## config.mk

```make
export PLATFORM = sky130hd
export DESIGN_NAME = pio_irq_service_master_flat
export DESIGN_NICKNAME = d
export VERILOG_FILES = /design/src/rtl/pio_irq_service_master_pkg.sv /design/src/rtl/pio_irq_service_master_if.sv /design/src/rtl/pio_evt_fifo.sv /design/src/rtl/pio_irq_service_master.sv /design/src/flat_wrapper.sv
export SDC_FILE = /design/constraint.sdc
export NUM_CORES = 1
export LEC_CHECK = 0
export ABC_CLOCK_PERIOD_IN_PS = 2900
export CAP_MARGIN = 10
export CORE_ASPECT_RATIO = 1.5
export CORE_MARGIN = 1.5
export CORE_UTILIZATION = 43
export CTS_BUF_LIST = sky130_fd_sc_hd__clkbuf_2
export CTS_CLUSTER_DIAMETER = 60
export CTS_CLUSTER_SIZE = 24
export DETAILED_ROUTE_END_ITERATION = 6
export GPL_ROUTABILITY_DRIVEN = 0
export PLACE_DENSITY_LB_ADDON = 0.08
export SETUP_SLACK_MARGIN = 0.02
export SLEW_MARGIN = 20
export SYNTH_ARGS = -nofsm -noshare
export SYNTH_HDL_FRONTEND = slang
export SYNTH_SLANG_ARGS = --single-unit
```

## constraint.sdc

```tcl
create_clock -name clk -period 2.9 [get_ports clk]
set_input_delay 0.725 -clock clk [delete_from_list [all_inputs] [get_ports clk]]
set_output_delay 0.725 -clock clk [all_outputs]
set_load 0.03 [all_outputs]
```

## src/rtl/pio_irq_service_master_pkg.sv

```systemverilog
// Shared definitions for the PIO irq service master.
// Register offsets, FSM states and the registered bus command bundle.
package pio_irq_service_master_pkg;

    localparam logic [1:0] REG_DATA = 2'd0;
    localparam logic [1:0] REG_MASK = 2'd2;
    localparam logic [1:0] REG_EDGE = 2'd3;

    typedef enum logic [2:0] {
        S_MASK,
        S_IDLE,
        S_RDCAP,
        S_WCAP,
        S_RDLVL,
        S_WLVL,
        S_CLR,
        S_PUSH
    } state_e;

    typedef struct packed {
        logic [1:0]  addr;
        logic        cs;
        logic        write_n;
        logic [31:0] wdata;
    } avm_cmd_t;

    localparam avm_cmd_t CMD_NOP = '{2'd0, 1'b0, 1'b1, 32'd0};

endpackage

```

## src/rtl/pio_irq_service_master_if.sv

```systemverilog
// Avalon-MM link between the service master and the PIO s1 slave.
// The master drives the access strobes; the PIO returns data and irq.
interface pio_irq_service_master_if;

    logic [1:0]  avm_address;
    logic        avm_chipselect;
    logic        avm_write_n;
    logic [31:0] avm_writedata;
    logic [31:0] avm_readdata;
    logic        avm_irq;

    modport master (
        output avm_address,
        output avm_chipselect,
        output avm_write_n,
        output avm_writedata,
        input  avm_readdata,
        input  avm_irq
    );

    modport slave (
        input  avm_address,
        input  avm_chipselect,
        input  avm_write_n,
        input  avm_writedata,
        output avm_readdata,
        output avm_irq
    );

endinterface

```

## src/rtl/pio_evt_fifo.sv

```systemverilog
// Synchronous first-word fall-through event FIFO.
// Head entry is visible on rdata whenever the FIFO is not empty.
module pio_evt_fifo #(
    parameter int W     = 20,
    parameter int DEPTH = 4
) (
    input  logic                     clk,
    input  logic                     reset_n,
    input  logic                     push,
    input  logic [W-1:0]             wdata,
    input  logic                     pop,
    output logic [W-1:0]             rdata,
    output logic                     full,
    output logic                     empty,
    output logic [$clog2(DEPTH):0]   count
);

    localparam int AW = $clog2(DEPTH);
    localparam int CW = AW + 1;

    logic [W-1:0]  mem_q [DEPTH];
    logic [AW-1:0] wr_q, wr_d;
    logic [AW-1:0] rd_q, rd_d;
    logic [CW-1:0] cnt_q, cnt_d;
    logic          push_ok;
    logic          pop_ok;

    assign full  = (cnt_q == CW'(DEPTH));
    assign empty = (cnt_q == '0);
    assign count = cnt_q;
    assign rdata = mem_q[rd_q];

    always_comb begin
        push_ok = push && !full;
        pop_ok  = pop && !empty;
        wr_d    = push_ok ? wr_q + 1'b1 : wr_q;
        rd_d    = pop_ok ? rd_q + 1'b1 : rd_q;
        cnt_d   = cnt_q;
        if (push_ok && !pop_ok) begin
            cnt_d = cnt_q + 1'b1;
        end else if (!push_ok && pop_ok) begin
            cnt_d = cnt_q - 1'b1;
        end
    end

    always_ff @(posedge clk or negedge reset_n) begin
        if (!reset_n) begin
            wr_q  <= '0;
            rd_q  <= '0;
            cnt_q <= '0;
        end else begin
            wr_q  <= wr_d;
            rd_q  <= rd_d;
            cnt_q <= cnt_d;
        end
    end

    always_ff @(posedge clk) begin
        if (push_ok) begin
            mem_q[wr_q] <= wdata;
        end
    end

endmodule

```

## src/rtl/pio_irq_service_master.sv

```systemverilog
// Services an edge-capture PIO without a CPU: programs the irq mask,
// reads edge_capture and data on irq, clears the capture, queues events.
module pio_irq_service_master
    import pio_irq_service_master_pkg::*;
#(
    parameter int DATA_W       = 10,
    parameter int FIFO_DEPTH   = 4,
    parameter int READ_LATENCY = 1
) (
    input  logic                          clk,
    input  logic                          reset_n,
    input  logic [DATA_W-1:0]             mask_cfg,
    input  logic                          mask_load,
    pio_irq_service_master_if.master      avm,
    output logic                          evt_valid,
    input  logic                          evt_ready,
    output logic [DATA_W-1:0]             evt_capture,
    output logic [DATA_W-1:0]             evt_level,
    output logic [$clog2(FIFO_DEPTH):0]   evt_count,
    output logic                          busy
);

    localparam logic [1:0] LAST = 2'(READ_LATENCY - 1);

    state_e            state_q, state_d;
    logic [1:0]        cnt_q, cnt_d;
    logic              pending_q, pending_d;
    logic              irq_q;
    logic [DATA_W-1:0] cap_q, cap_d;
    logic [DATA_W-1:0] lvl_q, lvl_d;
    avm_cmd_t          cmd_q, cmd_d;
    logic              push;
    logic              lat_done;
    logic              fifo_full;
    logic              fifo_empty;
    logic [2*DATA_W-1:0] fifo_rdata;
    logic              unused_rd;

    assign unused_rd = ^avm.avm_readdata[31:DATA_W];
    assign lat_done  = (cnt_q == LAST);

    always_ff @(posedge clk or negedge reset_n) begin
        if (!reset_n) begin
            state_q <= S_MASK;
        end else begin
            state_q <= state_d;
        end
    end

    always_comb begin
        state_d = state_q;
        unique case (state_q)
            S_MASK:  state_d = S_IDLE;
            S_IDLE: begin
                if (pending_q) begin
                    state_d = S_MASK;
                end else if (irq_q && !fifo_full) begin
                    state_d = S_RDCAP;
                end
            end
            S_RDCAP: state_d = S_WCAP;
            S_WCAP:  if (lat_done) state_d = S_RDLVL;
            S_RDLVL: state_d = S_WLVL;
            S_WLVL:  if (lat_done) state_d = S_CLR;
            S_CLR:   state_d = S_PUSH;
            S_PUSH:  state_d = S_IDLE;
        endcase
    end

    // Reads and the clear are aligned with their state; the mask write
    // leaves S_MASK so the reset state itself presents an idle bus.
    always_comb begin
        cmd_d = CMD_NOP;
        if (state_q == S_MASK) begin
            cmd_d = '{REG_MASK, 1'b1, 1'b0, 32'(mask_cfg)};
        end else begin
            unique case (state_d)
                S_RDCAP: cmd_d = '{REG_EDGE, 1'b1, 1'b1, 32'd0};
                S_RDLVL: cmd_d = '{REG_DATA, 1'b1, 1'b1, 32'd0};
                S_CLR:   cmd_d = '{REG_EDGE, 1'b1, 1'b0, 32'({DATA_W{1'b1}})};
                default: cmd_d = CMD_NOP;
            endcase
        end

        cnt_d = (state_d == state_q) ? cnt_q + 2'd1 : 2'd0;

        pending_d = pending_q | mask_load;
        if (state_d == S_MASK && state_q != S_MASK) begin
            pending_d = 1'b0;
        end

        cap_d = cap_q;
        lvl_d = lvl_q;
        if (state_q == S_WCAP && lat_done) begin
            cap_d = avm.avm_readdata[DATA_W-1:0];
        end
        if (state_q == S_WLVL && lat_done) begin
            lvl_d = avm.avm_readdata[DATA_W-1:0];
        end

        push = (state_q == S_PUSH) && (cap_q != '0);
    end

    always_ff @(posedge clk or negedge reset_n) begin
        if (!reset_n) begin
            cnt_q     <= '0;
            pending_q <= 1'b0;
            irq_q     <= 1'b0;
            cap_q     <= '0;
            lvl_q     <= '0;
            cmd_q     <= CMD_NOP;
        end else begin
            cnt_q     <= cnt_d;
            pending_q <= pending_d;
            irq_q     <= avm.avm_irq;
            cap_q     <= cap_d;
            lvl_q     <= lvl_d;
            cmd_q     <= cmd_d;
        end
    end

    assign avm.avm_address    = cmd_q.addr;
    assign avm.avm_chipselect = cmd_q.cs;
    assign avm.avm_write_n    = cmd_q.write_n;
    assign avm.avm_writedata  = cmd_q.wdata;

    pio_evt_fifo #(
        .W     (2 * DATA_W),
        .DEPTH (FIFO_DEPTH)
    ) u_fifo (
        .clk     (clk),
        .reset_n (reset_n),
        .push    (push),
        .wdata   ({cap_q, lvl_q}),
        .pop     (evt_ready),
        .rdata   (fifo_rdata),
        .full    (fifo_full),
        .empty   (fifo_empty),
        .count   (evt_count)
    );

    assign evt_valid   = !fifo_empty;
    assign evt_capture = fifo_rdata[2*DATA_W-1:DATA_W];
    assign evt_level   = fifo_rdata[DATA_W-1:0];
    assign busy        = (state_q != S_IDLE);

endmodule

```

## src/flat_wrapper.sv

```systemverilog
// flat-port wrapper written by rule: the top's interface ports become plain ports
module pio_irq_service_master_flat import pio_irq_service_master_pkg::*;
#(
    parameter int DATA_W       = 10,
    parameter int FIFO_DEPTH   = 4,
    parameter int READ_LATENCY = 1
)
  (clk, reset_n, mask_cfg, mask_load, evt_valid, evt_ready, evt_capture, evt_level, evt_count, busy, avm_avm_address, avm_avm_chipselect, avm_avm_write_n, avm_avm_writedata, avm_avm_readdata, avm_avm_irq);
  pio_irq_service_master_if avm_i ();
  input  logic clk;
  input  logic reset_n;
  input  logic [DATA_W-1:0] mask_cfg;
  input  logic mask_load;
  output logic evt_valid;
  input  logic evt_ready;
  output logic [DATA_W-1:0] evt_capture;
  output logic [DATA_W-1:0] evt_level;
  output logic [$clog2(FIFO_DEPTH):0] evt_count;
  output logic busy;
  output wire logic [$bits(avm_i.avm_address)-1:0] avm_avm_address;
  output wire logic [$bits(avm_i.avm_chipselect)-1:0] avm_avm_chipselect;
  output wire logic [$bits(avm_i.avm_write_n)-1:0] avm_avm_write_n;
  output wire logic [$bits(avm_i.avm_writedata)-1:0] avm_avm_writedata;
  input wire logic [$bits(avm_i.avm_readdata)-1:0] avm_avm_readdata;
  input wire logic [$bits(avm_i.avm_irq)-1:0] avm_avm_irq;
  assign avm_avm_address = avm_i.avm_address;
  assign avm_avm_chipselect = avm_i.avm_chipselect;
  assign avm_avm_write_n = avm_i.avm_write_n;
  assign avm_avm_writedata = avm_i.avm_writedata;
  assign avm_i.avm_readdata = avm_avm_readdata;
  assign avm_i.avm_irq = avm_avm_irq;
  pio_irq_service_master #(.DATA_W(DATA_W), .FIFO_DEPTH(FIFO_DEPTH), .READ_LATENCY(READ_LATENCY)) u_core (.clk(clk), .reset_n(reset_n), .mask_cfg(mask_cfg), .mask_load(mask_load), .avm(avm_i), .evt_valid(evt_valid), .evt_ready(evt_ready), .evt_capture(evt_capture), .evt_level(evt_level), .evt_count(evt_count), .busy(busy));
endmodule
```

* Word-level counts from Yosys, hierarchy flattened
Memories as Yosys holds them, arrays and structs flattened. Index checks and enable logic that the tools add are counted.
Operators by class: $add $sub $neg 5, multiply operators 0, divide/modulo/power cells 0, order comparisons 0, equal/unequal tests 13, shifts and indexed selects 0, multiplexer cells 13, bitwise operators 1, reduce and logical (&&, ||, !) cells 21
Operators with widths (number):
- $pmux 36 s3 | 1
- $mux 36 | 1
- $eq 3x3->1 const B | 7
- $pmux 3 s7 | 1
- $mux 3 | 6
- $reduce_bool 10->1 | 1
- $eq 3x2->1 const B | 3
- $logic_and 1x1->1 | 9
- $logic_not 3->1 | 3
- $add 2x1->2 const B | 3
- $logic_not 1->1 | 4
- $add 3x1->3 const B | 1
- $eq 3x1->1 const B | 1
- $eq 3x3->1 | 1
- $mux 1 | 3
- $ne 3x1->1 const B | 1
- $reduce_bool 3->1 | 1
- $sub 3x1->3 const B | 1
- $logic_not 2->1 | 1
- $mux 2 | 1
- $reduce_bool 2->1 | 1
- $reduce_or 2->1 | 1
- $or 1x1->1 | 1
Storage, ports and cells: register bits 70, bits in latches 0, memory bits (writable) 80, ROM bits 0, bits of input ports 47, logic and storage cells 67, memories kept 1
Memories:
- u_core.u_fifo.mem_q | depth 4, width 20, read ports 1, clocked after memory_dff 0, write ports 1, RTL line pio_evt_fifo.sv:21 | logic [W-1:0] mem_q [DEPTH];

* Depth between registers and ports, before layout
depth after elaboration 9, depth in mapped cells 9

* Modules after synthesis
A second synthesis with hierarchy kept.
Second synthesis, totals: cells, all modules 298, area total of the unflattened synthesis 5162.5 µm²
Modules (own cells, without submodules):
- pio_evt_fifo | times used 1, cells each 141, area an instance 3309.4 µm², seq. area each 2577.5 µm²
- pio_irq_service_master | times used 1, cells each 157, area an instance 1853.0 µm², seq. area each 1027.2 µm²

* Worst setup path before layout
OpenSTA, ideal clock, no wires.
path type register to register, start register u_core.u_fifo.cnt_q[0], in the netlist u_core.u_fifo.count[0], end register u_core.u_fifo.cnt_q[2], in the netlist u_core.u_fifo.count[2], library setup time 0.080 ns, data arrival time 2.255 ns, data required time 2.820 ns, setup slack 0.565 ns, stages on the path, launching flop included 9, buffers on the path 0, period minus slack after synthesis 2.335 ns, cell sequence dfrtp_1 or3_1 nand2_1 ha_1 inv_1 fa_1 xor2_1 nor2_1 xor2_1
Between the ends: word-level cells in the longest chain between the ends 6, elaborated cells on any way between the ends 15
Ends and longest elaborated chain:
- start, declared | RTL line pio_evt_fifo.sv:24 | logic [CW-1:0] cnt_q, cnt_d;
- start signal, assigned | RTL line pio_evt_fifo.sv:54 | cnt_q <= cnt_d;
- $logic_not 3->1 * | RTL line pio_evt_fifo.sv:29 | assign empty = (cnt_q == '0);
- $logic_not 1->1 *
- net evt_valid | RTL line flat_wrapper.sv:14 | output logic evt_valid;
- $logic_and 1x1->1 * | RTL line pio_evt_fifo.sv:35 | pop_ok = pop && !empty;
- $logic_not 1->1 | RTL line pio_evt_fifo.sv:39 | if (push_ok && !pop_ok) begin
- $logic_and 1x1->1 | RTL line pio_evt_fifo.sv:39
- $mux 3 / $reduce_bool 2->1 (equally long branches)
Mark *: on every way through the listed nets, which the timed path passes. The rest lies on a longest branch. The select of a mux whose other input is x is not followed. A chain may end at the register's enable or synchronous reset.

* Worst setup path in the final report
start register u_core.u_fifo.rd_q[0], end output evt_level[4]
Between the ends: word-level cells in the longest chain between the ends 1
Ends and longest elaborated chain:
- start, declared | RTL line pio_evt_fifo.sv:23 | logic [AW-1:0] rd_q, rd_d;
- start signal, assigned | RTL line pio_evt_fifo.sv:53 | rd_q <= rd_d;
- $mem_v2 4x20
- end, declared | RTL line flat_wrapper.sv:17 | output logic [DATA_W-1:0] evt_level;
No other way between the ends.

==> reports/results.ini <==
[routing]
wl_mm = 9.21
drc = 0
first_pass_iters = 4
via_per_inst = 4.90
num_vias = 2643
drt_iter0_drc = 126
wl_per_cell_um = 17.1
ant_nets = 0

[timing]
relSlewSlack_pct = 58.4
hold_viol = 0
fmax_ghz = 0.364
skew_ns = 0.0197
fin_tns_setup_ns = 0
tightest_slew_ns = 0.625
slew_violations = 0
final.min_clock_period_ns = 2.75
rsz0062_at_grt = yes
timing.final.crit_share_pct = 94.7
setup_viol_count_final = 0

[synthesis]
yosysMostFrequentCell = edfxtp_1
synth_area_leaders = edfxtp_1, dfrtp_1, mux4_2
syn_area_um2 = 5110
synth-edff-count = 80
syn_inst = 283
synth-seq-area-share_pct = 70.6
synth_commonest_cells = edfxtp_1, dfrtp_1, buf_4, mux4_2, mux2_2
async_flop_share_pct = 37.5
ys_warn_count = 0
synth_top_area_share_pct = 47.0
synth_seq_cells = 128
synth_top_flop_cell = edfxtp_1
syn_avg_cell_area_um2 = 18.0
ys_types = 38
synth_largest_area_cell = edfxtp_1

[power_and_ir_drop]
p_switching_mw = 2.37
internal_power_mw = 4.18
p_leak_nw = 2.43
ir_drop_mv = 0.583
p_per_area_nw_per_um2 = 1060
pwr-share-comb_pct = 41.6
total_power_mw = 6.55
swShare_pct = 36.2
seqPwrFrac_pct = 44.6
pwr-share-clk_pct = 13.8

[critical_path]
r2r-start = u_core.u_fifo.count[2]
cp_top_family = multiplexers
crit_buf_inv = 3
endpoint_kind = output pin
start_kind = flip-flop
critPathMostFrequentCell = buf_12
path_depth = 4
crit_fanout = 11
reg2regPathDepth = 9
slowest_stage = mux4_2
crit_required_ns = 2.17
cp.arrival_ns = 2.02
path_class = flip-flop to output pin
startpoint = u_core.u_fifo.rd_q[0]
slowest_delay_ns = 0.50
crit_chain = buf_12 > buf_12 > mux4_2 > buf_2

[placed_design]
dp.cells = 497
dp_hpwl_mm = 6.03
numPortBuffers = 63

[clock_network]
clkTransAtPathRegs_ns = 0.18
htreeDepth = 4
cts_tree = done
insertion_delay_ns = 0.64
cts.path.max_buffers = 2
numCtsBuffers = 17
root_buffer = clkbuf_2
clkSinkCount = 128

[die]
ios = 108
rows = 48
die_h_um = 136
initial_core_util_pct = 44.3
die_width_um = 92.0
die-area_um2 = 12600
core_area_um2 = 11500

[finish]
syn_to_final_growth_pct = 20.8
drive_gt1_share_pct = 31.2
fin_cells = 539
fin_util_pct = 53.5
fin_nets = 429

[global_routing]
grt_max_degree = 49
antenna_found_initial = 1
grt_usage_pct = 15.9
grt_pass1_vias = 2777
overflow = 0
grt_pass1_wl_mm = 14.3

[status]
outcome = complete, no violations

[job]
max_cap_viol_count = 0

[worst_hold_path]
holdCritPathClass = input port to async pin

[flip-flops by register name, indices dropped and copies added (netlist names), 2 cells and up]
register,cells
u_core.state_q,3
u_core.u_fifo.count,3
u_core.avm.avm_address,2
u_core.u_fifo.rd_q,2
u_core.u_fifo.mem_q,80
u_core.u_fifo.wr_q,2
u_core.cnt_q,2
u_core.avm.avm_writedata,10
u_core.lvl_q,10
u_core.cap_q,10
[worst reg2reg max path, cell delays in order (launching register included)]
cell	delay, ns
dfrtp_1	0.45
or3b_1	0.23
nand4_1	0.14
a31oi_2	0.35
ha_1	0.26
inv_1	0.06
fa_1	0.37
xor2_1	0.17
nor2_1	0.12
xor2_1	0.15
[placed cells by master (no fill, tap or decap), drive strengths merged, types with 9 or more instances in the layout]
cell type and n:
clkdlybuf4s50 40, mux4 20, buf 38, mux2 24, nand2 9, conb 22
dfrtp 47, clkbuf 23, a21o 11, edfxtp 80
[cell type report]
cell class | instances | area [um2]
Antenna cell | 1 | 2.50
Clock buffer | 19 | 95.1
Clock inverter | 13 | 97.6
Fill cell | 1001 | 5360
Inverter | 6 | 22.5
Multi-Input combinational cell | 138 | 1340
Sequential cell | 128 | 3610
Tap cell | 150 | 188
Timing Repair Buffer | 84 | 818
[cell families (layout without fill, tap and decap cells)]
family / Yosys count / count (layout) / share of synthesized area [%]
and+or+nand+nor: 35 / 35 / 3.82
other: 1 / 23 / 0.0734
adders and majority gates: 7 / 7 / 1.86
muxes: 44 / 44 / 14.8
buffers and inverters: 38 / 122 / 4.70
AOI/OAI and AO/OA: 24 / 24 / 3.16
xor gates and xnor gates: 6 / 6 / 1.03
DFF: 128 / 128 / 70.6
[worst paths after layout]
kind	slack (ns)	to
min reg2reg	0.45	u_core.cnt_q[0]
max reg2reg	0.53	u_core.u_fifo.count[2]
max in group asynchronous	2.26	u_core.state_q[1]
min in group clk	0.45	u_core.cnt_q[0]
max	0.15	evt_level[4]
min	0.16	u_core.avm.avm_writedata[3]
[metal layers]
| layer | share of wire, % | vias up | track usage, % |
|---|---|---|---|
| met5 | 0 | - | 0 |
| met4 | 1.1 | 0 | 5.90 |
| met3 | 5.1 | 6 | 5.70 |
| met2 | 57 | 70 | 28.4 |
| met1 | 37 | 1357 | 17.2 |
| li1 | - | 1210 | - |
[through the flow]
| stage | hold slack (ns) | area (um2) | worst slack, ns |
|---|---|---|---|
| after global routing | 0.147 | 6170 | 0.00553 |
| after CTS | 0.126 | 6120 | 0.0177 |
| after global placement | 0.422 | 5890 | 0.444 |
| after floorplan | 0.409 | 5190 | 0.565 |
| final | 0.161 | 6170 | 0.153 |
| after detailed placement | 0.438 | 5890 | 0.439 |
[power by group through the flow]
stage | Sequential (mW) | Clock [mW] | Combinational [mW]
CTS | 2.93 | 0.948 | 2.66
finish | 2.92 | 0.902 | 2.72
detailed placement | 2.97 | 0 | 2.63
floorplan | 3.00 | 0 | 1.68
global placement | 2.94 | 0 | 2.62
global route | 2.99 | 1.02 | 2.91
[repair_timing]
action | 4_1_cts | 5_1_grt
buffers inserted | 4 | 5
pin swaps | 0 | 0
hold buffers | 0 | 0
gates resized for setup | 19 | 19
endpoints found under the setup margin | 8 | 14
(Power assumes the default switching activity.)
